`src/rtl/serial_subtractor_pkg.sv`:
```
// Shared definitions for the bit-serial subtractor.
//
// Contents:
//   SS_STATE_W  - width of the FSM state register
//   SS_IDLE     - waiting for start; ready=1
//   SS_BUSY     - shifting one bit per clock through the full-subtractor cell
//   SS_DONE     - one-cycle completion state; done=1
// Encoding 2'd3 is unused and recovers to SS_IDLE.
package serial_sub_pkg;

    localparam int SS_STATE_W = 2;

    localparam logic [SS_STATE_W-1:0] SS_IDLE = 2'd0;
    localparam logic [SS_STATE_W-1:0] SS_BUSY = 2'd1;
    localparam logic [SS_STATE_W-1:0] SS_DONE = 2'd2;

endpackage : serial_sub_pkg

```
`src/rtl/serial_subtractor_full_subtractor.sv`:
```
// Single-bit full subtractor: x - y - bin.
//
// Ports:
//   x    in  1  minuend bit
//   y    in  1  subtrahend bit
//   bin  in  1  borrow from the less significant bit
//   d    out 1  difference bit
//   bout out 1  borrow into the more significant bit
// Purely combinational.
module full_subtractor (
    input  logic x,
    input  logic y,
    input  logic bin,
    output logic d,
    output logic bout
);

    // A borrow is produced when y exceeds x outright, or when x==y and a
    // borrow arrives from below.
    assign d    = x ^ y ^ bin;
    assign bout = (~x & y) | (~(x ^ y) & bin);

endmodule : full_subtractor

```
`src/rtl/serial_subtractor.sv`:
```
// Bit-serial W-bit unsigned subtractor: diff = (a - b - bin) mod 2^W, with
// borrow-out. One full-subtractor cell and a borrow flop are reused over W
// clocks, LSB first.
//
// Ports:
//   clk    in  1  rising-edge clock
//   rst    in  1  synchronous, active-high reset
//   start  in  1  request; only sampled while ready=1
//   a      in  W  minuend, captured on the accepted start edge
//   b      in  W  subtrahend, captured on the accepted start edge
//   bin    in  1  borrow-in, captured on the accepted start edge
//   ready  out 1  FSM in IDLE
//   busy   out 1  FSM in BUSY
//   done   out 1  one-cycle pulse; diff/bout valid from this cycle on
//   diff   out W  result
//   bout   out 1  1 iff a < b + bin
//
// Handshake: a request is accepted on a rising edge where start=1 and
// ready=1. The result appears W clocks later together with a single done
// pulse. start is ignored (not queued) while busy or done is high. ready,
// busy and done decode straight from the state register, so there is no
// combinational path from start to any output.
module serial_subtractor
    import serial_sub_pkg::*;
#(
    parameter int W = 4
) (
    input  logic         clk,
    input  logic         rst,
    input  logic         start,
    input  logic [W-1:0] a,
    input  logic [W-1:0] b,
    input  logic         bin,
    output logic         ready,
    output logic         busy,
    output logic         done,
    output logic [W-1:0] diff,
    output logic         bout
);

    localparam int CNT_W = (W > 1) ? $clog2(W) : 1;
    localparam logic [CNT_W-1:0] CNT_LAST = CNT_W'(W - 1);

    // ------------------------------------------------------------------
    // State
    // ------------------------------------------------------------------
    logic [SS_STATE_W-1:0] state_q, state_d;
    logic [CNT_W-1:0]      cnt_q,   cnt_d;
    logic [W-1:0]          a_sh_q,  a_sh_d;
    logic [W-1:0]          b_sh_q,  b_sh_d;
    logic [W-1:0]          r_sh_q,  r_sh_d;
    logic                  brw_q,   brw_d;
    logic [W-1:0]          diff_q,  diff_d;
    logic                  bout_q,  bout_d;

    // ------------------------------------------------------------------
    // Shared full-subtractor cell, fed from the LSBs of the shift regs
    // ------------------------------------------------------------------
    logic fs_d;
    logic fs_bo;

    full_subtractor u_fs (
        .x    (a_sh_q[0]),
        .y    (b_sh_q[0]),
        .bin  (brw_q),
        .d    (fs_d),
        .bout (fs_bo)
    );

    // Result bits enter at the MSB and move down, so after W shifts the
    // first (LSB) result bit sits at position 0.
    logic [W-1:0] r_next;
    assign r_next = {fs_d, r_sh_q[W-1:1]};

    // ------------------------------------------------------------------
    // Next-state logic
    // ------------------------------------------------------------------
    always_comb begin
        state_d = state_q;
        cnt_d   = cnt_q;
        a_sh_d  = a_sh_q;
        b_sh_d  = b_sh_q;
        r_sh_d  = r_sh_q;
        brw_d   = brw_q;
        diff_d  = diff_q;
        bout_d  = bout_q;

        case (state_q)
            SS_IDLE: begin
                if (start) begin
                    a_sh_d  = a;
                    b_sh_d  = b;
                    brw_d   = bin;
                    cnt_d   = '0;
                    state_d = SS_BUSY;
                end
            end

            SS_BUSY: begin
                r_sh_d = r_next;
                a_sh_d = a_sh_q >> 1;
                b_sh_d = b_sh_q >> 1;
                brw_d  = fs_bo;
                cnt_d  = cnt_q + CNT_W'(1);
                if (cnt_q == CNT_LAST) begin
                    // Outputs update only here, so they stay stable for
                    // the whole run and hold until the next completion.
                    diff_d  = r_next;
                    bout_d  = fs_bo;
                    // Explicit clear keeps the counter correct when W is
                    // not a power of two.
                    cnt_d   = '0;
                    state_d = SS_DONE;
                end
            end

            SS_DONE: begin
                state_d = SS_IDLE;
            end

            default: begin
                state_d = SS_IDLE;
                cnt_d   = '0;
            end
        endcase
    end

    // ------------------------------------------------------------------
    // Registers
    // ------------------------------------------------------------------
    always_ff @(posedge clk) begin
        if (rst) begin
            state_q <= SS_IDLE;
            cnt_q   <= '0;
            a_sh_q  <= '0;
            b_sh_q  <= '0;
            r_sh_q  <= '0;
            brw_q   <= 1'b0;
            diff_q  <= '0;
            bout_q  <= 1'b0;
        end else begin
            state_q <= state_d;
            cnt_q   <= cnt_d;
            a_sh_q  <= a_sh_d;
            b_sh_q  <= b_sh_d;
            r_sh_q  <= r_sh_d;
            brw_q   <= brw_d;
            diff_q  <= diff_d;
            bout_q  <= bout_d;
        end
    end

    // ------------------------------------------------------------------
    // Outputs
    // ------------------------------------------------------------------
    assign ready = (state_q == SS_IDLE);
    assign busy  = (state_q == SS_BUSY);
    assign done  = (state_q == SS_DONE);
    assign diff  = diff_q;
    assign bout  = bout_q;

endmodule : serial_subtractor

```
`config.mk`:
```
export PLATFORM = sky130hd
export DESIGN_NAME = serial_subtractor
export DESIGN_NICKNAME = d
export VERILOG_FILES = /design/src/rtl/serial_subtractor_pkg.sv /design/src/rtl/serial_subtractor_full_subtractor.sv /design/src/rtl/serial_subtractor.sv
export SDC_FILE = /design/constraint.sdc
export NUM_CORES = 1
export LEC_CHECK = 0
export CORE_MARGIN = 1.5
export CORE_UTILIZATION = 49
export CTS_BUF_LIST = sky130_fd_sc_hd__clkbuf_4 sky130_fd_sc_hd__clkbuf_8 sky130_fd_sc_hd__clkbuf_16
export CTS_CLUSTER_DIAMETER = 50
export DETAILED_ROUTE_END_ITERATION = 6
export GPL_ROUTABILITY_DRIVEN = 0
export PLACE_DENSITY_LB_ADDON = 0.3
export RECOVER_POWER = 100
export SETUP_SLACK_MARGIN = 0.3
export SLEW_MARGIN = 30
export SYNTH_ARGS = -nofsm -noshare
export SYNTH_HDL_FRONTEND = slang
export SYNTH_SLANG_ARGS = --single-unit
```
`constraint.sdc`:
```
create_clock -name clk -period 1.44 [get_ports clk]
set_input_delay 0.432 -clock clk [delete_from_list [all_inputs] [get_ports clk]]
set_output_delay 0.432 -clock clk [all_outputs]
set_load 0.02 [all_outputs]
```
# Word-level counts from Yosys, hierarchy flattened
# Cells that the tools add are included.
# word_totals
input_bits	12
register_bits	22
# op_classes
bitwise_logic	8
reduce_logical	6
n_eq_ne	5
n_mux	12
n_addsub	1
# ops
cell	count
$pmux W4 S2	2
$mux W2	4
$mux W4	2
$reduce_and A2 Y1	4
$pmux W2 S3	1
$eq A2 B2 Y1 const B	2
$pmux W2 S2	1
$not A1 Y1	3
$add A2 B1 Y2 const B	1
$and A1 B1 Y1	2
$eq A2 B1 Y1 const B	1
$logic_not A2 Y1	1
$ne A2 B1 Y1 const B	1
$ne A2 B2 Y1 const B	1
$pmux W1 S2	1
$reduce_bool A2 Y1	1
$xor A1 B1 Y1	2
$mux W1	1
$or A1 B1 Y1	1

# Depth between registers and ports, before layout
# Gate-level depths: netlist of run 1.
# depth
depth_word	5
depth_mapped	5

# Cells and area by module
# Synthesis of run 1 repeated with hierarchy kept, for this count alone.
# hier_totals
cells_unflattened	97
area_unflattened_um2	945.9
# by_module_without_submodules
module	seq_area_each_um2	n_inst	cells_each	area_per_inst_um2
serial_subtractor	420.4	1	93	914.6
full_subtractor	0.0	1	4	31.3

# Worst setup path before layout of run 1
# No wires, ideal clock.
# synth_timing
kind	register to output
start	register state_q[1]
end	output done
slack_ns	0.156
path_stages_with_launch	3
path_buffers	1
arrival_ns	0.852
required_ns	1.008
cell_sequence	dfxtp_1 buf_2 nor2b_1
# synth_via
elab_chain_len	1
# synth_lines
element	line_no	rtl
start: declaration	serial_subtractor.sv:47	logic [SS_STATE_W-1:0] state_q, state_d;
start signal: assignment	serial_subtractor.sv:142	state_q <= state_d;
$eq A2 B2 Y1	serial_subtractor.sv:158	assign done = (state_q == SS_DONE);
end: declaration	serial_subtractor.sv:36	output logic done,
# No other way between the ends.

# Final worst setup path of run 1
# layout_timing
start	register state_q[1]
end	output busy
# layout_via
elab_chain_len	1
# layout_lines
element	line_no	rtl
$eq A2 B1 Y1	serial_subtractor.sv:157	assign busy = (state_q == SS_BUSY);
end: declaration	serial_subtractor.sv:35	output logic busy,
# No other way between the ends.

==> results of run 1 <==
==> metrics by stage <==
stage / utilization (%) / TNS [ps] / total power [W] / hold slack (ps)
6_report: 77.67 / -46.33 / 0.001265 / 482.2
2_1_floorplan: - / 0 / 0.0008070 / 442.9
3_5_place_dp: 64.13 / -1763 / 0.0008756 / 445.3
3_3_place_gp: 64.13 / -1290 / 0.0008672 / 440.9
4_1_cts: 72.92 / -23.25 / 0.001213 / 466.6
5_1_grt: 77.67 / -105.2 / 0.001311 / 505.1
==> what timing repair did <==
| item | CTS | global route |
|---|---|---|
| hold buffers | 0 | 0 |
| pin swaps | 9 | 4 |
| gates resized for setup | 70 | 16 |
| setup buffers | 8 | 5 |
| cloned | 1 | 0 |
| endpoints found under the setup margin | 24 | 24 |
| hold endpoints to repair | 0 | 0 |
==> placed cells by master, fill, tap and decap left out, types with 5 or more instances in the layout <==
| master | n |
|---|---|
| dfxtp_2 | 8 |
| nand2_1 | 5 |
| nor2_1 | 7 |
| buf_4 | 18 |
| clkdlybuf4s50_1 | 10 |
| dfxtp_1 | 12 |
| a211oi_2 | 5 |
| a21oi_1 | 6 |
| nor2_4 | 6 |
| buf_6 | 12 |
| mux2i_1 | 8 |
==> state kept, by name, indices dropped and copies added (netlist names) <==
signal	flops
a_sh_q	4
b_sh_q	4
diff	4
r_sh_q	3
cnt_q	2
state_q	2
bout	1
brw_q	1
==> per-layer routing <==
metal	vias up	part of all wire, %	GRT usage, %
met5	-	0	0
met4	0	2.1	8.108
met3	7	2.9	3.396
met2	19	52	36.80
met1	420	43	26.74
li1	434	-	-
==> cell families after synthesis <==
logic type | Yosys count
mux | 8
fa+ha+maj | 2
buf+inv | 10
simple gates | 37
compound gates | 22
flops | 21
==> how the worst max path moves through the flow <==
| stage | slack [ps] | depth (start not counted) | to |
|---|---|---|---|
| detailed placement | -190 | 4 | a_sh_q[0] |
| finish | -30 | 2 | busy |
| CTS | -10 | 2 | busy |
| global placement | -140 | 2 | busy |
| global route | -60 | 2 | busy |
| floorplan | 290 | 2 | done |
==> report_power, final <==
part           switching, W  internal [W]  total (W)
logic              0.000141      0.000168   0.000309
registers         0.0000316      0.000613   0.000645
clock network      0.000184      0.000127   0.000311
==> cell type report <==
type / count / area (um2)
Fill cell: 121 / 429.2
Clock buffer: 4 / 30.03
Tap cell: 27 / 33.78
Inverter: 3 / 11.26
Timing Repair Buffer: 42 / 394.1
Multi-Input combinational cell: 70 / 589.3
Sequential cell: 21 / 434.2
==> critical path, delay by kind of cell (launching register included) <==
| kind | cells | cell delay, ps |
|---|---|---|
| DFF | 1 | 360 |
| and+or+nand+nor | 1 | 260 |
| buffers and inverters | 1 | 110 |
==> results.md, run 1 <==
- The first-pass iteration count of the detailed router is 4.
- Derived from the worst setup path, the maximum achievable clock frequency is 679.0 MHz.
- Among all stages on the critical path, the largest delay is contributed by dfxtp_2.
- Setup repair after global routing could not meet its margin everywhere.
- Data on the critical path is required at its endpoint by 1010 ps.
- After synthesis, the netlist uses 30 different library cells.
- Entering global routing, the biggest net connects 12 pins.
- The highest net fanout along the worst path is 4.
- The critical path in this run is classified as register to output pin.
- The portion of the post-synthesis area used by sequential elements is 42.75%.
- After detailed routing, the number of vias per cell comes to 5.269.
- The fraction of post-synthesis cell area in the top cell type by area is 42.75%.
- The clock edge transition at the registers on the reported setup and hold paths is 120 ps.
- Power spread over the standard cell area amounts to 847.3 nW/um2.
- The path class of the lowest-slack min-delay path is register to register.
- In the finished design, the share of the clock period the worst path needs comes to 102.3%.
- For the worst flop-to-flop path, the logic depth is 5.
- The detailed router placed 880 vias in this run.
- The total core area is 1922 um2.
- The floorplan step set the die width to 47.80 um.
- The largest total area in the synthesized netlist belongs to dfxtp_1.
- In this run the tool buffered the top-level ports with 19 buffer cells.
- After layout, the minimum clock period comes to 1473 ps.
- In this run the deepest clock path goes through 2 buffers.
- The post-synthesis share of cell area spent on and, or, nand and nor gates is 19.47%.
- The HPWL after detailed placement is 1517 um.
- The worst register-to-register path begins at state_q[0].
- The first global-routing pass estimated 3367 um of wire.
- The standby leakage power is about 0.58 nW.
- The overall routing resource usage is between 20% and 30%.
- In this run, placement finished with an instance count of 149.
- IR analysis of the VDD net gives a maximum drop of 0.6728 mV.
- 20 I/O pins were placed.
- Once the floorplan was initialized, standard cells occupied 51.17% of the core.
- The post-synthesis register bit count is 21.
- Across the routed clock network, the largest skew measured is 6.386 ps.
- By count the netlist is led by 21 x dfxtp_1, 11 x nor2_1, 9 x a21oi_1.
- The area share of xor/xnor cells in the synthesized design is 0%.
- The final count of hold timing violations was 0.
- TritonCTS built the clock tree.
- The worst setup path is captured at an output pin.
- The count of nets left with antenna violations once routing finished came out at 0.
- The vertical die dimension is 47.80 um.
- Synthesis produced a netlist with a net count of 114.
- The detailed-route DRC error count is 0.
- In the post-route analysis, the smallest setup slack over all paths is -32.73 ps.
- The checks that failed: setup timing.
- A synthesized cell averages 9.834 um2.
- The global route total overflow is 0.
- The endpoint of the worst hold path is diff[1].
- The worst hold path stage count is 2.
- The most used flip-flop cell after synthesis is dfxtp_1.
- In this run the number of H-tree levels came out at 1.
- The number of max-capacitance violations reported is 0.
- After synthesis, the cell types taking the most area are dfxtp_1 43%, mux2i_1 8.1%, a211oi_2 6.4%, a21oi_1 4.6%, nor2_1 4.2%.
- With fillers left out, the area of the finished cells amounts to around 1500 um2.
- The total wirelength of the detailed-routed design is 2579 um.
- The number of failing setup endpoints in the final timing report is 2.
- The max-slew violation count came to 0.
- The endpoint identified for the worst register-to-register timing path is bout.
- In this design, the stage delay of the slowest critical-path cell is 360 ps.
- The routed length per instance is approximately 15 um.
- The post-route netlist has 52.86% of its cells at a drive strength greater than 1.
- In this run the worst setup path begins at state_q[1].
- The type of element launching the critical path is a register.
- The later pin in the worst-skew pair is clocked with a latency of about 310 ps.
- The share of synthesized flip-flops with an asynchronous set or reset is 0%.
- The most frequently used cell type in the post-synthesis netlist is dfxtp_1.
- Clock tree synthesis inserted a total of 3 buffers.
- The layout-stage area growth over the synthesis result is 51.78%.
- The number of nets at the end of the flow is 155.
- The number of flops mapped to enable cells by yosys is 0.
- 0 antenna diodes ended up in the layout.
- The synthesized netlist occupies a cell area of 983.4 um2.
- The instance area at placement is 1232 um2.
- After the flow finishes, the layout carries non-filler instances totaling 167.
- The worst hold path begins at diff[1].
- The via count of the first global-routing pass came to between 700 and 800.
- Summing the areas of all compound-gate instances in the mapped netlist gives 18.70% of the synthesized area.
- In this run the tightest slew margin relative to its limit is between 80% and 90%.
- The initial antenna violation count is 0.
- Walking the worst path, the cells encountered are and2b_4 > buf_6.
- The fraction of the mapped netlist area in adder cells is 3.308%.
- During synthesis, Yosys emitted a total of 0 warnings.
- The mux share of post-synthesis cell area is 8.142%.
- The clock net sink count is 21.
- Clock tree synthesis selected as its root buffer the cell clkbuf_4.
- The worst register-to-register path has a setup slack of 130 ps.
- The run finished, with violations left.
- By area, the combinational part of the netlist is dominated by simple AND/OR/NAND/NOR gates.
- The number of DRC markers after the initial detailed-route iteration is 17.
- The initialized floorplan defines 16 standard-cell rows.
- At the worst endpoint, the arrival time is around 1000 ps.
- The die covers ~2300 um2.
- The post-place setup slack is -185.8 ps.
- The number of standard cells after synthesis is 100.
- The slew at the pin closest to its max-slew limit is 253.7 ps.
No activity file was read; power rests on OpenSTA's default activity.
==> run 2, diff against run 1 <==
==> constraint.sdc (replaced) <==
create_clock -name clk -period 1.6 [get_ports clk]
set_input_delay 0.48 -clock clk [delete_from_list [all_inputs] [get_ports clk]]
set_output_delay 0.48 -clock clk [all_outputs]
set_load 0.02 [all_outputs]
==> results.md, run 2 (same netlist as run 1, synthesis figures left out) <==
- The run finished with clean final reports.
- The number of nets at the end of the flow is 144 (-7.1%).
- The vertical die dimension is 47.80 um (unchanged).
- The critical path is of the register to output pin type.
- The end of the critical path is busy.
- The initial antenna violation count was 0 (unchanged).
- The internal power is 0.0007685 W (-15%).
- The detailed-route DRC error count is 0 (unchanged).
- The hold-fix buffer count after cts was 0 (unchanged).
- The maximum clock frequency is 665.1 MHz.
- The worst register-to-register path ends at a_sh_q[1].
- The number of antenna-violating nets in the routed design is 0 (unchanged).
- The slew at the pin closest to its max-slew limit is 398.5 ps (+144.8 ps).
- The most frequent standard cell in the layout excluding fill and tap cells is dfxtp_1.
- The worst setup slack for register-to-register paths is 230 ps (+100 ps).
- The worst-case vdd ir drop was 0.6615 mV (-1.7%).
- TritonCTS built the clock tree.
- The global route total overflow is 0 (unchanged).
- The proportion of total power due to net switching was 26.51% (-1.7 points).
- The post-layout minimum cycle time is 1504 ps.
- The share of post-route cells with drive strength above 1 is 30.23% (-23 points).
- The overall routing resource usage came to 18.34% (-3.0 points).
- The most critical setup path has its startpoint at state_q[1].
- The combinational share of power is 19.2% (-5.2 points).
- The worst-case clock skew is 3.228 ps (-3.159 ps).
- The number of max-capacitance violations reported is 0 (unchanged).
- The multi-input combinational cell area is 494.2 um2 (-16%).
- The max-slew violation count is 0 (unchanged).
- The total number of vias was 805 (-8.5%).
- The worst hold path stage count came to 2 (unchanged).
- The number of DRC markers after the initial detailed-route iteration came to 19 (+2).
- The sequential cell area in the final layout is 424.2 um2 (-2.3%).
- The path class of the lowest-slack min-delay path is register to register.
- The I/O pin total was 20 (unchanged).
- The net switching power figure was 0.0002772 W (-22%).
- The part of the power in the clock network is 26.2% (+1.6 points).
- The overall die width is 47.80 um (unchanged).
- The largest net degree at the start of global routing is 13 (+1).
- The setup total negative slack is 0 ps (+46.33 ps).
- The total core area is 1922 um2 (unchanged).
- The number of port buffers was 19 (unchanged).
- The source-to-sink clock delay at the later pin of the worst-skew pair is 310 ps (about the same).
- The layout-stage area growth over the synthesis result is 30.41%.
- The sequential cell fraction of total power is 54.6% (+3.6 points).
- The clock net sink count is 21 (unchanged).
- The clock edge transition at the registers on the reported setup and hold paths is 110 ps (about the same).
- In the layout the commonest cells are 20 x dfxtp_1, 11 x buf_4, 10 x a21oi_1, 10 x clkdlybuf4s50_1, 9 x nor2_1.
- The effective utilization at floorplan is 51.17% (unchanged).
- The number of H-tree levels is 1 (unchanged).
- The startpoint identified for the worst register-to-register timing path is state_q[0].
- The routed length per instance was 12.96 um (-16%).
- Setup repair after global routing could not meet its margin everywhere.
- The standby leakage power is 0.5044 nW (-12%).
- The detailed-route vias per instance is 5.160 (-2.1%).
- The final critical path takes up ~94% of the cycle.
- The critical path required time came to 1120 ps (+110 ps).
- The tree is rooted in a clkbuf_4.
- The number of buffers inserted during clock tree synthesis is 3 (unchanged).
- The floorplan row count came to 16 (unchanged).
- The half-perimeter wire length after detailed placement came to 1406 um (-7.3%).
- The via count of the first global-routing pass is 664 (-15%).
- The final count of hold timing violations is 0 (unchanged).
- The total wirelength of the detailed-routed design came to 2021 um (-22%).
- The filler cell count is 171 (+41%).
- The type of element launching the critical path is a register.
- The highest net fanout along the worst path is 4 (unchanged).
- The worst reg2reg path depth is 4 (-1).
- The buffer levels on the longest clock path is 2 (unchanged).
- The die outline area is 2285 um2 (unchanged).
- The first-pass iteration count of the detailed router is 4 (unchanged).
- The category of the worst setup path capture point is an output pin.
- The remaining max-slew budget at the tightest pin is 73.06% (-10 points).
- The number of failing setup endpoints in the final timing report is 0 (-2).
- The number of antenna repair diodes came to 0 (unchanged).
- The minimum hold slack was 472.9 ps (-9.296 ps).
- The signal arrival time at the worst endpoint is 1020 ps (-20 ps).
- The global-route wire length before repair is 2829 um (-16%).
- The total power divided by cell area is 815.4 nW/um2 (-3.8%).
[run 2: what timing repair did]
item / CTS / global route
setup endpoints to repair: 9 / 14
resized for setup: 48 / 15
buffers inserted: 0 / 1
gates cloned: 0 / 1
endpoints found under the hold margin: 0 / 0
[run 2: worst min path at each step]
stage / start / endpoint / slack, ps
floorplan: r_sh_q[1] / diff[0] / 440
global placement: diff[0] / diff[0] / 440
detailed placement: diff[3] / diff[3] / 450
CTS: diff[1] / diff[1] / 470
global route: r_sh_q[1] / diff[0] / 500
finish: diff[1] / diff[1] / 470
[run 2: final cells by class]
| class | instances | share of cell area (%) |
|---|---|---|
| multi-input combinational | 70 | 38.54 |
| sequential | 21 | 33.07 |
| tap | 27 | 2.634 |
| clock buffer | 4 | 2.341 |
| inverter | 3 | 0.8780 |
| timing repair buffer | 31 | 22.54 |
[run 2: per-layer routing]
layer | global-route usage (%) | up-vias | part of all wire (%)
met3 | 4.528 | 4 | 3.4
met1 | 23.65 | 374 | 48
met2 | 28.27 | 20 | 47
met4 | 9.730 | 0 | 1.7
li1 | - | 407 | -
met5 | 0 | - | 0
[run 2: per-stage QoR]
stage	instance area (um2)	instances	utilization [%]	worst slack [ps]	total power, W
after floorplan	985.9	100	-	313.8	0.0007227
after global placement	1229	150	63.93	-48.49	0.0007767
after detailed placement	1229	150	63.93	-62.61	0.0007809
after CTS	1260	154	65.56	79.95	0.001063
after global routing	1282	156	66.73	34.29	0.001096
final	1282	156	66.73	96.37	0.001046
[run 2: power groups by stage]
stage	Combinational, W	Sequential (W)	Clock [W]
6_report	0.000200	0.000571	0.000274
5_1_grt	0.000218	0.000575	0.000303
4_1_cts	0.000204	0.000572	0.000287
3_5_place_dp	0.000199	0.000582	0
3_3_place_gp	0.000196	0.000581	0
2_1_floorplan	0.000144	0.000579	0
[run 2: critical path, stage by stage (launching register included)]
cell,delay [ps]
dfxtp_1,340
and2b_4,260
buf_6,110
==> run 3, diff against run 2 <==
--- a/config.mk
+++ b/config.mk
@@ -13,6 +13,7 @@
 export GPL_ROUTABILITY_DRIVEN = 0
 export PLACE_DENSITY_LB_ADDON = 0.3
 export RECOVER_POWER = 100
+export REMOVE_ABC_BUFFERS = 1
 export SETUP_SLACK_MARGIN = 0.3
 export SLEW_MARGIN = 30
 export SYNTH_ARGS = -nofsm -noshare
==> results.md, run 3 (same netlist as run 1, synthesis figures left out) <==
- The run finished with clean final reports.
- The I/O pin total was 20 (unchanged).
- The type of element launching the critical path is a register.
- The most frequent standard cell in the layout excluding fill and tap cells is dfxtp_1.
- Compared with the post-synthesis result, the final layout area differs by 25.06%.
- The routed length per instance is 13.23 um (+2.1%).
- The final total power is 0.001033 W (-1.2%).
- The number of antenna repair diodes is 0 (unchanged).
- The root buffer selected by CTS is clkbuf_4.
- The number of placed instances with taps included is 148 (-1.3%).
- The clock net sink count is 21 (unchanged).
- The remaining max-slew budget at the tightest pin was 75.37% (+2.3 points).
- The detailed-route DRC error count is 0 (unchanged).
- The total power divided by cell area is 839.8 nW/um2 (+3.0%).
- The number of buffers inserted during clock tree synthesis is 3 (unchanged).
- The highest net fanout along the worst path is 4 (unchanged).
- The floorplan row count is 16 (unchanged).
- The number of antenna-violating nets in the routed design is 0 (unchanged).
- The total core area is 1922 um2 (unchanged).
- The worst-case clock skew is 2.225 ps (-1.003 ps).
- The overall die width was 47.80 um (unchanged).
- The share of post-route cells with drive strength above 1 came to 26.19% (-4.0 points).
- The worst setup margin is 128.3 ps (+31.95 ps).
- The number of max-capacitance violations reported is 0 (unchanged).
- The max-slew violation count is 0 (unchanged).
- The via count of the first global-routing pass came to 722 (+8.7%).
- The total wirelength of the detailed-routed design is 2024 um (+0.15%).
- The number of H-tree levels was 1 (unchanged).
- The die outline area is 2285 um2 (unchanged).
- The source-to-sink clock delay at the later pin of the worst-skew pair is 290 ps (-20 ps).
- The overall routing resource usage is 18.72% (+0.38 points).
- The first-pass iteration count of the detailed router is 4 (unchanged).
- The post-layout minimum cycle time was 1472 ps (-31.95 ps).
- The number of failing setup endpoints in the final timing report is 0 (unchanged).
- The worst setup path is of the register to output pin kind.
- The number of port buffers came to 19 (unchanged).
- The count of non-filler cells in the finished layout came to 153 (-1.9%).
- The maximum clock frequency was 679.5 MHz (+2.2%).
- The initial antenna violation count is 0 (unchanged).
- The largest net degree at the start of global routing is 22 (+9).
- The hold-fix buffer count after cts is 0 (unchanged).
- The library cells used most frequently in the layout, excluding fill and tap cells, are 21 x dfxtp_1, 11 x buf_4, 10 x nor2_1, 10 x clkdlybuf4s50_1, 9 x a21oi_1.
- The critical path required time came to 1120 ps (about the same).
- The clock edge transition at the registers on the reported setup and hold paths is 110 ps (about the same).
- The buffer levels on the longest clock path is 2 (unchanged).
- The number of DRC markers after the initial detailed-route iteration is 20 (+1).
- The post-place setup slack is -22.60 ps (+40.01 ps).
- The min-delay analysis places its worst path in the category register to register.
- The final count of hold timing violations is 0 (unchanged).
- The global route total overflow is 0 (unchanged).
- The number of nets at the end of the flow came to 141 (-2.1%).
- The category of the worst setup path capture point is an output pin.
- The CTS tree is done.
- The slew at the pin closest to its max-slew limit is 369.5 ps (-29.02 ps).
- The detailed-route vias per instance is 5.255 (+1.8%).
- The total number of vias is 804 (-0.12%).
- The half-perimeter wire length after detailed placement was 1359 um (-3.3%).
- The worst-case vdd ir drop is 0.4806 mV (-27%).
- The vertical die dimension is 47.80 um (unchanged).
- The final worst-path cycle share came to 91.98% (-2.0 points).
- The effective utilization at floorplan was 51.17% (unchanged).
- The standby leakage power is 0.4645 nW (-7.9%).
- The global-route wire length before repair is 2967 um (+4.9%).
- The signal arrival time at the worst endpoint is 990 ps (-30 ps).
- Setup repair after global routing could not meet its margin everywhere.
-- run 3: cell types whose count changed in the layout (fill, tap and decap cells not counted), sizes merged --
| cell | before | now |
|---|---|---|
| buf | 19 | 13 |
| clkbuf | 5 | 8 |
| dlygate4sd2 | 0 | 1 |
| dlymetal6s2s | 1 | 0 |
-- run 3: critical path, cell delays in order (launching register included) --
cell	delay, ps
dfxtp_1	340
and2b_4	250
buf_6	110
-- run 3: metal layers --
metal	track usage [%]	vias to the layer above	share of wire, %
li1	-	403	-
met1	21.48	380	43
met2	34.40	19	51
met3	2.264	2	4.6
met4	8.108	0	1.2
met5	0	-	0
-- run 3: what timing repair did --
item	CTS	global route
pin swaps	0	0
gates resized for setup	41	11
setup endpoints to repair	10	12
cloned	1	0
setup buffers	0	0
-- run 3: where the power goes --
group,switching (W),leakage (nW),internal [W]
Combinational,0.000102,0.274,0.000104
Sequential,0.0000193,0.172,0.000551
Clock,0.000144,0.0184,0.000114
-- run 3: path summary, 6_finish.rpt --
path / from / endpoint / slack [ps] / cells after the start
worst max-delay path: state_q[1] / busy / 130 / 2
worst min-delay path: diff[3] / diff[3] / 460 / 2
worst max register to register: state_q[0] / b_sh_q[1] / 160 / 4
worst min register to register: diff[3] / diff[3] / 460 / 2
-- run 3: cell type report --
type                    instances  area (um2)
flip-flops and latches         21       420.4
inverters                       3       11.26
repair buffers                 28       239.0
fillers                       188       691.9
well taps                      27       33.78
multi-input cells              70       495.5
clock buffers                   4       30.03
-- run 3: stage by stage --
step / hold slack (ps) / instance area (um2) / TNS (ps) / utilization (%)
final: 463.7 / 1230 / 0 / 64.00
after global routing: 496.8 / 1230 / 0 / 64.00
after CTS: 464.7 / 1241 / 0 / 64.58
after floorplan: 436.8 / 919.6 / 0 / -
after detailed placement: 450.0 / 1224 / -46.25 / 63.67
after global placement: 449.0 / 1224 / -13.23 / 63.67
